## config.mk

```make
export PLATFORM = sky130hd
export DESIGN_NAME = fx_ci_ctrl_flat
export DESIGN_NICKNAME = d
export VERILOG_FILES = /design/src/rtl/fx_ci_ctrl_pkg.sv /design/src/rtl/fx_ci_ctrl_if.sv /design/src/rtl/fx_lat_counter.sv /design/src/rtl/fx_ci_ctrl.sv /design/src/flat_wrapper.sv
export SDC_FILE = /design/constraint.sdc
export NUM_CORES = 1
export LEC_CHECK = 0
export CAP_MARGIN = 20
export CORE_MARGIN = 3
export CORE_UTILIZATION = 45
export CTS_CLUSTER_SIZE = 40
export DETAILED_ROUTE_END_ITERATION = 10
export DONT_BUFFER_PORTS = 1
export GPL_TIMING_DRIVEN = 0
export RECOVER_POWER = 100
export SYNTH_ARGS = -nofsm -noshare
export SYNTH_HDL_FRONTEND = slang
export SYNTH_SLANG_ARGS = --single-unit
```

## constraint.sdc

```tcl
create_clock -name clk -period 2.4 [get_ports clk]
set_input_delay 0.48 -clock clk [delete_from_list [all_inputs] [get_ports clk]]
set_output_delay 0.48 -clock clk [all_outputs]
set_load 0.01 [all_outputs]
```

## src/rtl/fx_ci_ctrl_pkg.sv

```systemverilog
// Shared definitions for the f(x) custom-instruction controller:
// opcodes, controller state encoding and the fp32 zero constant.
package fx_pkg;

  typedef enum logic [1:0] {
    OP_EVAL = 2'd0,
    OP_ACC  = 2'd1,
    OP_LOAD = 2'd2,
    OP_READ = 2'd3
  } fx_op_e;

  typedef enum logic [1:0] {
    IDLE = 2'd0,
    RUN  = 2'd1,
    FIN  = 2'd2
  } fx_state_e;

  localparam logic [31:0] FP_ZERO = 32'h0000_0000;

endpackage

```

## src/rtl/fx_ci_ctrl_if.sv

```systemverilog
// Nios II custom-instruction handshake between the CPU (master) and the
// f(x) controller (slave).
interface fx_ci_ctrl_if;
  logic        clk_en;
  logic        start;
  logic [1:0]  n;
  logic [31:0] dataa;
  logic [31:0] datab;
  logic        done;
  logic [31:0] result;
  logic        busy;

  modport master (
    output clk_en, start, n, dataa, datab,
    input  done, result, busy
  );

  modport slave (
    input  clk_en, start, n, dataa, datab,
    output done, result, busy
  );
endinterface

```

## src/rtl/fx_lat_counter.sv

```systemverilog
// Loadable down-counter timing the datapath latency window.
// Stops at zero; zero flag is combinational from the count.
module fx_lat_counter #(
  parameter int CNT_W = 8
) (
  input  logic             clk,
  input  logic             rst,
  input  logic             en,
  input  logic             load,
  input  logic [CNT_W-1:0] load_val,
  input  logic             dec,
  output logic             zero
);

  logic [CNT_W-1:0] cnt;

  // Load takes priority over decrement; all updates gated by the enable.
  always_ff @(posedge clk) begin
    if (rst) begin
      cnt <= '0;
    end else if (en) begin
      if (load) begin
        cnt <= load_val;
      end else if (dec && (cnt != '0)) begin
        cnt <= cnt - 1'b1;
      end
    end
  end

  assign zero = (cnt == '0);

endmodule

```

## src/rtl/fx_ci_ctrl.sv

```systemverilog
// Multi-cycle custom-instruction controller for the f(x) evaluator.
// Holds the datapath operands for the full latency window, samples the
// result, pulses done, and keeps an fp32 running sum for ACC/LOAD/READ.
module fx_ci_ctrl
  import fx_pkg::*;
#(
  parameter int FX_LATENCY = 40,
  parameter int CNT_W      = 8
) (
  input  logic        clk,
  input  logic        rst,
  fx_ci_ctrl_if.slave ci,
  output logic        err_overlap,
  output logic        fx_clk_en,
  output logic [31:0] fx_dataa,
  output logic [31:0] fx_datab,
  input  logic [31:0] fx_result
);

  fx_state_e   state;
  fx_op_e      op;
  logic [31:0] sum_reg;
  logic        cnt_load;
  logic        cnt_zero;
  logic        start_compute;

  assign start_compute = (state == IDLE) && ci.start &&
                         ((ci.n == OP_EVAL) || (ci.n == OP_ACC));
  assign cnt_load      = start_compute;
  assign fx_clk_en     = ci.clk_en && (state == RUN);

  fx_lat_counter #(
    .CNT_W(CNT_W)
  ) u_lat (
    .clk      (clk),
    .rst      (rst),
    .en       (ci.clk_en),
    .load     (cnt_load),
    .load_val (CNT_W'(FX_LATENCY - 1)),
    .dec      (state == RUN),
    .zero     (cnt_zero)
  );

  // Instruction sequencer with registered handshake outputs.
  always_ff @(posedge clk) begin
    if (rst) begin
      state       <= IDLE;
      op          <= OP_EVAL;
      ci.done     <= 1'b0;
      ci.busy     <= 1'b0;
      ci.result   <= FP_ZERO;
      err_overlap <= 1'b0;
      sum_reg     <= FP_ZERO;
      fx_dataa    <= FP_ZERO;
      fx_datab    <= FP_ZERO;
    end else if (ci.clk_en) begin
      case (state)
        IDLE: begin
          if (ci.start) begin
            unique case (fx_op_e'(ci.n))
              OP_EVAL, OP_ACC: begin
                fx_dataa <= ci.dataa;
                fx_datab <= (ci.n == OP_ACC) ? sum_reg : ci.datab;
                op       <= fx_op_e'(ci.n);
                ci.busy  <= 1'b1;
                state    <= RUN;
              end
              OP_LOAD: begin
                sum_reg   <= ci.datab;
                ci.result <= ci.datab;
                ci.done   <= 1'b1;
                state     <= FIN;
              end
              OP_READ: begin
                ci.result <= sum_reg;
                ci.done   <= 1'b1;
                state     <= FIN;
              end
            endcase
          end
        end
        RUN: begin
          if (ci.start) begin
            err_overlap <= 1'b1;
          end
          if (cnt_zero) begin
            ci.result <= fx_result;
            if (op == OP_ACC) begin
              sum_reg <= fx_result;
            end
            ci.done <= 1'b1;
            state   <= FIN;
          end
        end
        FIN: begin
          ci.done <= 1'b0;
          ci.busy <= 1'b0;
          state   <= IDLE;
        end
        default: begin
          state <= IDLE;
        end
      endcase
    end
  end

endmodule

```

## src/flat_wrapper.sv

```systemverilog
// flat-port wrapper written by rule: the top's interface ports become plain ports
module fx_ci_ctrl_flat import fx_pkg::*;
#(
  parameter int FX_LATENCY = 40,
  parameter int CNT_W      = 8
)
  (clk, rst, err_overlap, fx_clk_en, fx_dataa, fx_datab, fx_result, ci_clk_en, ci_start, ci_n, ci_dataa, ci_datab, ci_done, ci_result, ci_busy);
  fx_ci_ctrl_if ci_i ();
  input  logic clk;
  input  logic rst;
  output logic err_overlap;
  output logic fx_clk_en;
  output logic [31:0] fx_dataa;
  output logic [31:0] fx_datab;
  input  logic [31:0] fx_result;
  input wire logic [$bits(ci_i.clk_en)-1:0] ci_clk_en;
  input wire logic [$bits(ci_i.start)-1:0] ci_start;
  input wire logic [$bits(ci_i.n)-1:0] ci_n;
  input wire logic [$bits(ci_i.dataa)-1:0] ci_dataa;
  input wire logic [$bits(ci_i.datab)-1:0] ci_datab;
  output wire logic [$bits(ci_i.done)-1:0] ci_done;
  output wire logic [$bits(ci_i.result)-1:0] ci_result;
  output wire logic [$bits(ci_i.busy)-1:0] ci_busy;
  assign ci_i.clk_en = ci_clk_en;
  assign ci_i.start = ci_start;
  assign ci_i.n = ci_n;
  assign ci_i.dataa = ci_dataa;
  assign ci_i.datab = ci_datab;
  assign ci_done = ci_i.done;
  assign ci_result = ci_i.result;
  assign ci_busy = ci_i.busy;
  fx_ci_ctrl #(.FX_LATENCY(FX_LATENCY), .CNT_W(CNT_W)) u_core (.clk(clk), .rst(rst), .ci(ci_i), .err_overlap(err_overlap), .fx_clk_en(fx_clk_en), .fx_dataa(fx_dataa), .fx_datab(fx_datab), .fx_result(fx_result));
endmodule
```

== Word-level counts from Yosys, hierarchy flattened ==
Cells that the tools add are included.
Operators by class
  muxes and demuxes: 23
  $lt $le $gt $ge: 0
  add/sub/neg operators: 1
  shift-type cells: 0
  bitwise logic cells: 0
  divide/modulo/power cells: 0
  eq/ne operators: 13
  reductions and logical operators: 23
  multiply operators: 0
Operator list (number)
  2-to-1 mux 32 bit: 7
  one-hot mux 32 bit (2 select lines): 3
  2-to-1 mux 8 bit: 2
  AND reduction 5 bit: 2
  zero test 8 bit: 1
  inequality test 2 bit (second input constant): 4
  one-hot mux 2 bit (2 select lines): 2
  AND reduction 4 bit: 2
  nonzero test 8 bit: 1
  subtractor 8 x 1 -> 8 bit (second input constant): 1
  == test 2 x 1 -> 1 bit (second input constant): 3
  == test 2 bit (second input constant): 3
  AND reduction 3 bit: 2
  AND reduction 6 bit: 1
  nonzero test 2 bit: 3
  2-to-1 mux 1 bit: 5
  logical AND 1 bit: 4
  zero test 2 bit: 2
  2-to-1 mux 2 bit: 2
  inequality test 2 x 1 -> 1 bit (second input constant): 2
  OR reduction 2 bit: 2
  inequality test 3 bit (second input constant): 1
  one-hot mux 1 bit (3 select lines): 1
  nonzero test 3 bit: 1
  other kinds (3): 3
Storage, ports and cells
  input bits: 102
  bits in writable memories: 0
  ROM bits: 0
  word-level logic and storage cells: 70
  flip-flop bits (word level): 143
  bits in latches: 0
  memories: 0

== Logic depth before layout (Yosys ltp) ==
Gate-level depths: netlist (run 1).
  depth after elaboration: 5
  mapped depth: 8

== Hierarchy ==
From an unflattened synthesis (run 1), not the netlist that was laid out.
Unflattened totals
  cell total of the unflattened synthesis: 830
  area total of the unflattened synthesis: 6824.0 um2
Modules (own cells, without submodules)
  fx_ci_ctrl: area an instance 6259.8 um2, cells each 758, times used 1, seq. area each 2702.6 um2
  fx_lat_counter: area an instance 564.3 um2, cells each 72, times used 1, seq. area each 160.2 um2

== Least setup slack after synthesis (run 1) ==
No wires, ideal clock.
  kind: input port to flip-flop
  start: in ci_n[1]
  end: reg u_core.sum_reg[10]
  required time: 2.279 ns
  arrival: 1.858 ns
  cell stages on the path: 6
  setup time: 0.121 ns
  slack: 0.420 ns
  path through: clkbuf_1 > or2b_2 > a22oi_1 > nand4_4 > buf_6 > mux2_4
Between the ends
  cells in the longest elaborated chain, start to end: 3
Ends and longest elaborated chain
  from (decl): line flat_wrapper.sv:18  | input wire logic [$bits(ci_i.n)-1:0] ci_n;
  == test 2 bit: line fx_ci_ctrl.sv:60  | unique case (fx_op_e'(ci.n))
  inequality test 2 bit (no line)
  AND reduction 6 bit (no line)
  to (signal assigned): line fx_ci_ctrl.sv:69  | sum_reg <= ci.datab;
  to (signal assigned): line fx_ci_ctrl.sv:89  | sum_reg <= fx_result;
  to (decl): line fx_ci_ctrl.sv:22  | logic [31:0] sum_reg;
Every way passes these cells.
A chain may end at the register's enable or synchronous reset.

== Worst setup path in the final report (run 1) ==
  start: reg u_core.u_lat.cnt[0]
  end: reg u_core.sum_reg[25]
Between the ends
  cells in the longest elaborated chain, start to end: 3
Ends and longest elaborated chain
  from (decl): line fx_lat_counter.sv:15  | logic [CNT_W-1:0] cnt;
  from (signal assigned): line fx_lat_counter.sv:23  | cnt <= load_val;
  from (signal assigned): line fx_lat_counter.sv:25  | cnt <= cnt - 1'b1;
  zero test 8 bit: line fx_lat_counter.sv:30  | assign zero = (cnt == '0);
  inequality test 2 x 1 -> 1 bit (no line)
  AND reduction 6 bit (no line)
Every way passes these cells.

==> results of run 1 <==
per-stage QoR:
stage | area [um2] | setup WS (ns) | instances | util
CTS | 8284 | 0.05910 | 1061 | 0.5215
global placement | 7599 | -0.3500 | 1029 | 0.4783
global route | 8203 | 0.01787 | 1063 | 0.5164
finish | 8203 | 0.1392 | 1063 | 0.5164
floorplan | 7328 | 0.4204 | 813 | -
detailed placement | 7599 | -0.3883 | 1029 | 0.4783
per-layer routing:
| layer | vias up | GRT usage |
|---|---|---|
| met5 | - | 0 |
| met4 | 0 | 0.07829 |
| met3 | 21 | 0.08686 |
| met2 | 228 | 0.3863 |
| met1 | 2974 | 0.2907 |
| li1 | 2930 | - |
power breakdown:
group,leakage [uW],internal [uW],total [uW],switching [uW]
combinational,0.00178,308,751,443
sequential,0.00116,2500,2630,132
clock,0.000324,1980,3030,1050
total,0.00327,4790,6420,1630
placed cells by master, fill, tap and decap left out, types with 2 or more instances in the layout:
cell          n
ha_1          5
o41ai_1      30
nand3_1       3
clkbuf_2      5
nor3_1        8
buf_2        12
a211oi_1     66
clkbuf_8      7
clkbuf_16    17
mux2_4        8
nor2b_1      34
nor2_1      102
xnor2_1       3
dfxtp_1     143
o21ai_0      34
and2b_2      28
a21oi_1      38
clkinv_4      3
and2b_1       2
mux2i_1      64
nand2_1      71
o41ai_2       2
mux2_1       22
mux2_2        2
buf_6         3
clkbuf_1     50
a311oi_1      5
nand2b_1      2
inv_1         5
buf_4         2
clkinvlp_4    2
bufinv_16     6
and3_1       33
cell usage after synthesis, types with 8 or more instances:
library cell,n
and3_1,33
o21ai_0,34
clkbuf_1,52
dfxtp_1,143
and2b_2,28
a211oi_1,66
nand2_1,71
a21oi_1,39
buf_2,8
mux2i_1,64
nor2_1,102
mux2_4,30
nor3_1,8
o41ai_1,30
nor2b_1,35
kinds of logic (layout without fill, tap and decap cells):
group | after synthesis | count (layout) | synth area share
AOI/OAI and AO/OA | 182 | 182 | 0.1721
muxes | 96 | 96 | 0.1520
xor gates and xnor gates | 4 | 4 | 0.004781
DFF | 143 | 143 | 0.3906
adders and majority gates | 5 | 5 | 0.008537
buffers and inverters | 82 | 116 | 0.05907
and+or+nand+nor | 301 | 301 | 0.2129
repair_timing:
| action | 4_1_cts | 5_1_grt |
|---|---|---|
| pin swaps | 0 | 0 |
| setup buffers | 0 | 2 |
| resized for setup | 4 | 11 |
| endpoints found under the setup margin | 44 | 54 |
| hold endpoints to repair | 0 | 0 |
final timing paths:
path / from / end / slack [ns] / depth (start not counted)
worst min register to register: u_core.op[0]$_SDFFE_PP0P_ / u_core.op[0]$_SDFFE_PP0P_ / 0.45 / 2
worst min-delay path: ci_dataa[18] / u_core.fx_dataa[18]$_SDFFE_PP0P_ / 0.19 / 2
worst max-delay path: u_core.u_lat.cnt[0]$_SDFFE_PP0P_ / u_core.sum_reg[25]$_SDFFE_PP0P_ / 0.14 / 7
worst max register to register: u_core.u_lat.cnt[0]$_SDFFE_PP0P_ / u_core.sum_reg[25]$_SDFFE_PP0P_ / 0.14 / 7
layout make-up:
cell class / instances / area, um2
Multi-Input combinational cell: 588 / 3961
Sequential cell: 143 / 2863
Fill cell: 1523 / 7682
Timing Repair Buffer: 2 / 15.01
Buffer: 76 / 392.9
Clock inverter: 13 / 235.2
Tap cell: 216 / 270.3
Clock buffer: 19 / 442.9
Inverter: 6 / 22.52
==> impl_metrics.toml, run 1 <==
[critical_path]
worstSetupPathType = "register to register"
crit_path_end_kind = "register"
cp_data_arrival_time_ns = 2.57
cp_data_required_time_ns = 2.71
crit_family = "simple AND/OR/NAND/NOR gates"
crit_path_max_fanout = 10
path_cells = "inv_1 > ha_1 > or3b_2 > o21ai_4 > nand4_4 > buf_2 > mux2_1"
worstSetupStartpointType = "register"
cp_slowest_cell = "or3b_2"
slowest_delay_ns = 0.50
cp.buffers_inverters = 2

[placement]
detailed_place_hpwl_um = 15860
place.gp.congestion = 0.8110
portBuffers = 0

[global_route]
antenna_found_initial = 0
grt_pass1_wl_um = 33340
grt_pass1_vias = 5998
grt_overflow_total = 0
track_usage = 0.2367
grt_max_degree = 17

[pwr]
power_uw = 6420
powerDensity_mw_per_mm2 = 782.6
peakVddDrop_mv = 0.5570
leakagePower_uw = 0.003268

[cts]
cts-root-buf = "clkbuf_16"
cts_hold_buffers = 0
numClockSinks = 143
h-tree-depth = 4
cts_inserted_buffers = 17
clkLatencyLatePin_ns = 0.43
cts_buffer_depth = 2
cts_tree = "yes"
path_clk_slew_ns = 0.06

[drt]
dr.pass1.iters = 7
vias_per_cell = 5.788
wl_met1_um = 9191
vias = 6153
ant_nets = 0
met3_length_um = 1976
routed_wl_um = 21690
wl_met2_um = 10210
drcViolationCount = 0
drtIter0Drc = 318
wl_per_cell_um = 20.41
highest_layer = "met4"

[synth]
synth-seq-cells = 143
synth_flop_cell = "dfxtp_1"
postSynth.asyncResetShare = 0
synthDistinctLibCells = 51
syn_area_per_cell_um2 = 9.014
synth_warnings = 0
synth_area_mm2 = 0.007328
yosysTopAreaCell = "dfxtp_1"
synth.area.top_cells = "dfxtp_1, mux2i_1, a211oi_1, mux2_4, nor2_1"
synth_edf_count = 0
synth_seq_area_share = 0.3906
netlist_instances = 813
syn_nets = 920
yosysTopAreaCellShare = 0.3906

[sta]
final_hold_viol_count = 0
rsz0062_at_grt = "false"
whs_ns = 0.1862
worstMarginPinSlew_ns = 0.7790
tns_ns = 0
finalSetupViolCount = 0
clock_skew_ns = 0.008269
post-route-min-period_ns = 2.261
fmaxAchievable_mhz = 442.3
slew_headroom = 0.4807
final.period_utilization = 0.9420
maxSlewViolCount = 0

[die]
core-area_mm2 = 0.01589
die_area_mm2 = 0.01785
num_rows = 46
die_h_um = 133.6
die_w_um = 133.6
ioPinCount = 202
start_util = 0.4613

[finish]
drive_gt1_frac = 0.1334
n_antenna_cell = 0
area_growth_pct = 11.93
nNetsFinal = 941

[hold_path]
min_path_type = "input pin to register"

[run]
drv_cap = 0

[run_status]
status = "complete, no violations"
Note: power is estimated with default switching activity, not from simulation.
==> run 2, diff against run 1 <==
ABC_AREA = 1   (was unset)
REMOVE_ABC_BUFFERS = 1   (was unset)
clock period = 2 ns   (was 2.4 ns; I/O delays follow)
==> impl_metrics.toml, run 2 <==
[finish]
final_cell_mix = "nor2_1, nand2_1, o21ai_0, dfxtp_1, nand3_1"
drive_gt1_frac = 0.09650
fill_cells = 1281
area_growth_pct = 17.81
final_common_cell = "nor2_1"
nNetsFinal = 1037
seq_area_mm2 = 0.002864
multi_input_area_mm2 = 0.003391
n_antenna_cell = 0

[critical_path]
cp_data_required_time_ns = 1.60
crit_path_max_fanout = 14
cp_data_arrival_time_ns = 1.55
worstSetupStartpointType = "register"
worstSetupPathType = "register to primary output"
crit_path_end_kind = "primary output"

[drt]
drcViolationCount = 0
drtIter0Drc = 446
ant_nets = 0
routed_wl_um = 22160
wl_per_cell_um = 19.73
dr.pass1.iters = 5
vias = 6589
vias_per_cell = 5.867

[cts]
numClockSinks = 143
cts_buffer_depth = 2
h-tree-depth = 4
cts_inserted_buffers = 17
path_clk_slew_ns = 0.06
cts_hold_buffers = 0
clkLatencyLatePin_ns = 0.43
cts_tree = "yes"
cts-root-buf = "clkbuf_16"

[synth]
synth-seq-cells = 143
ys_top_cells_by_count = "nor2_1, nand2_1, o21ai_0"
synthDistinctLibCells = 30
syn_area_per_cell_um2 = 6.913
synth_area_mm2 = 0.006554
synth_warnings = 0
yosysTopAreaCellShare = 0.4368
synth.area.top_cells = "dfxtp_1, o21ai_0, nor2_1, nand2_1, nand3_1"
synth_seq_area_share = 0.4368
yosysTopAreaCell = "dfxtp_1"
netlist_instances = 948
postSynth.asyncResetShare = 0
synth_edf_count = 0
synth_flop_cell = "dfxtp_1"
yosysMostFrequentCell = "nor2_1"

[die]
die_area_mm2 = 0.01605
ioPinCount = 202
die_w_um = 126.7
die_h_um = 126.7
core-area_mm2 = 0.01404
start_util = 0.4667
num_rows = 43

[sta]
maxSlewViolCount = 0
layout_setup_ws_ns = 0.05186
clock_skew_ns = 0.009860
final.period_utilization = 0.9741
worstMarginPinSlew_ns = 0.9116
rsz0062_at_grt = "true"
finalSetupViolCount = 0
post-route-min-period_ns = 1.948
final_hold_viol_count = 0
tns_ns = 0
fmaxAchievable_mhz = 513.3
slew_headroom = 0.3901

[pwr]
peakVddDrop_mv = 0.5451
leakagePower_uw = 0.003130
power_uw = 8889
powerDensity_mw_per_mm2 = 1151

[placement]
detailed_place_hpwl_um = 12460
portBuffers = 0
place.gp.congestion = 0.8402
preCtsSetupSlack_ns = -1.341

[global_route]
grt_overflow_total = 0
grt_pass1_wl_um = 32550
grt_pass1_vias = 6003
grt_max_degree = 80
track_usage = 0.2551
antenna_found_initial = 0

[run_status]
status = "complete, no violations"

[hold_path]
min_path_type = "input pin to register"

[run]
drv_cap = 0
run 2: cell count changes in the layout (fill, tap and decap cells not counted), moves of 34 or more:
cell	delta
a211oi_1	-65
clkbuf_1	-49
mux2i_1	-64
nand2_1	+89
nand3_1	+41
nor2_1	+105
nor2b_1	-34
o21ai_0	+120
run 2: per-stage QoR:
step,cells,area [um2],hold slack [ns],utilization
2_1_floorplan,877,6256,0.4213,-
3_3_place_gp,1057,6481,0.4292,0.4616
3_5_place_dp,1067,6741,0.4349,0.4801
4_1_cts,1116,7527,0.02543,0.5360
5_1_grt,1123,7721,0.02257,0.5499
6_report,1123,7721,0.04449,0.5499
run 2: worst paths after layout:
check                           depth (start not counted)  slack, ns                               end                    startpoint
worst max-delay path                                    6       0.05                         fx_clk_en  u_core.state[1]$_SDFFE_PP0P_
worst min-delay path                                    1       0.04  u_core.u_lat.cnt[4]$_SDFFE_PP0P_                           rst
worst max register to register                         11       0.05  u_core.fx_dataa[27]$_SDFFE_PP0P_  u_core.state[0]$_SDFFE_PP0P_
worst min register to register                          2       0.45         u_core.op[1]$_SDFFE_PP0P_     u_core.op[1]$_SDFFE_PP0P_
run 2: routing by layer:
layer | wire length, um | track usage | share of wire
met4 | 556 | 0.1091 | 0.025
met2 | 10200 | 0.4082 | 0.46
met1 | 9051 | 0.3165 | 0.41
met5 | 0 | 0 | 0
met3 | 2350 | 0.08211 | 0.11
run 2: area by class of cell:
class / instances / area share
timing repair buffer: 32 / 0.07065
clock buffer: 18 / 0.05558
inverter: 22 / 0.01280
sequential: 143 / 0.3709
tap: 180 / 0.02917
clock inverter: 14 / 0.02171
multi-input combinational: 714 / 0.4392
run 2: cells by family after synthesis:
group,after synthesis,share of synthesized area
compound gates,275,0.2314
xor+xnor,2,0.002673
fa+ha+maj,5,0.009546
buf+inv,93,0.05804
flops,143,0.4368
simple gates,430,0.2616
run 2: worst max-delay path: stages, from the launching register on:
cell,delay [ns]
dfxtp_1,0.32
inv_2,0.10
ha_4,0.20
buf_6,0.18
buf_12,0.17
nand2_1,0.06
inv_1,0.09
run 2: power by group:
part           internal [uW]  total, uW  switching, uW  leakage [uW]
logic                    825       2080           1260       0.00168
registers               3220       3590            375       0.00117
clock network           1960       3210           1260      0.000286
run 2: what timing repair did:
| item | 4_1_cts | 5_1_grt |
|---|---|---|
| setup endpoints to repair | 141 | 133 |
| cloned | 2 | 4 |
| setup buffers | 15 | 3 |
| resized for setup | 16 | 14 |
| pin swaps | 7 | 5 |
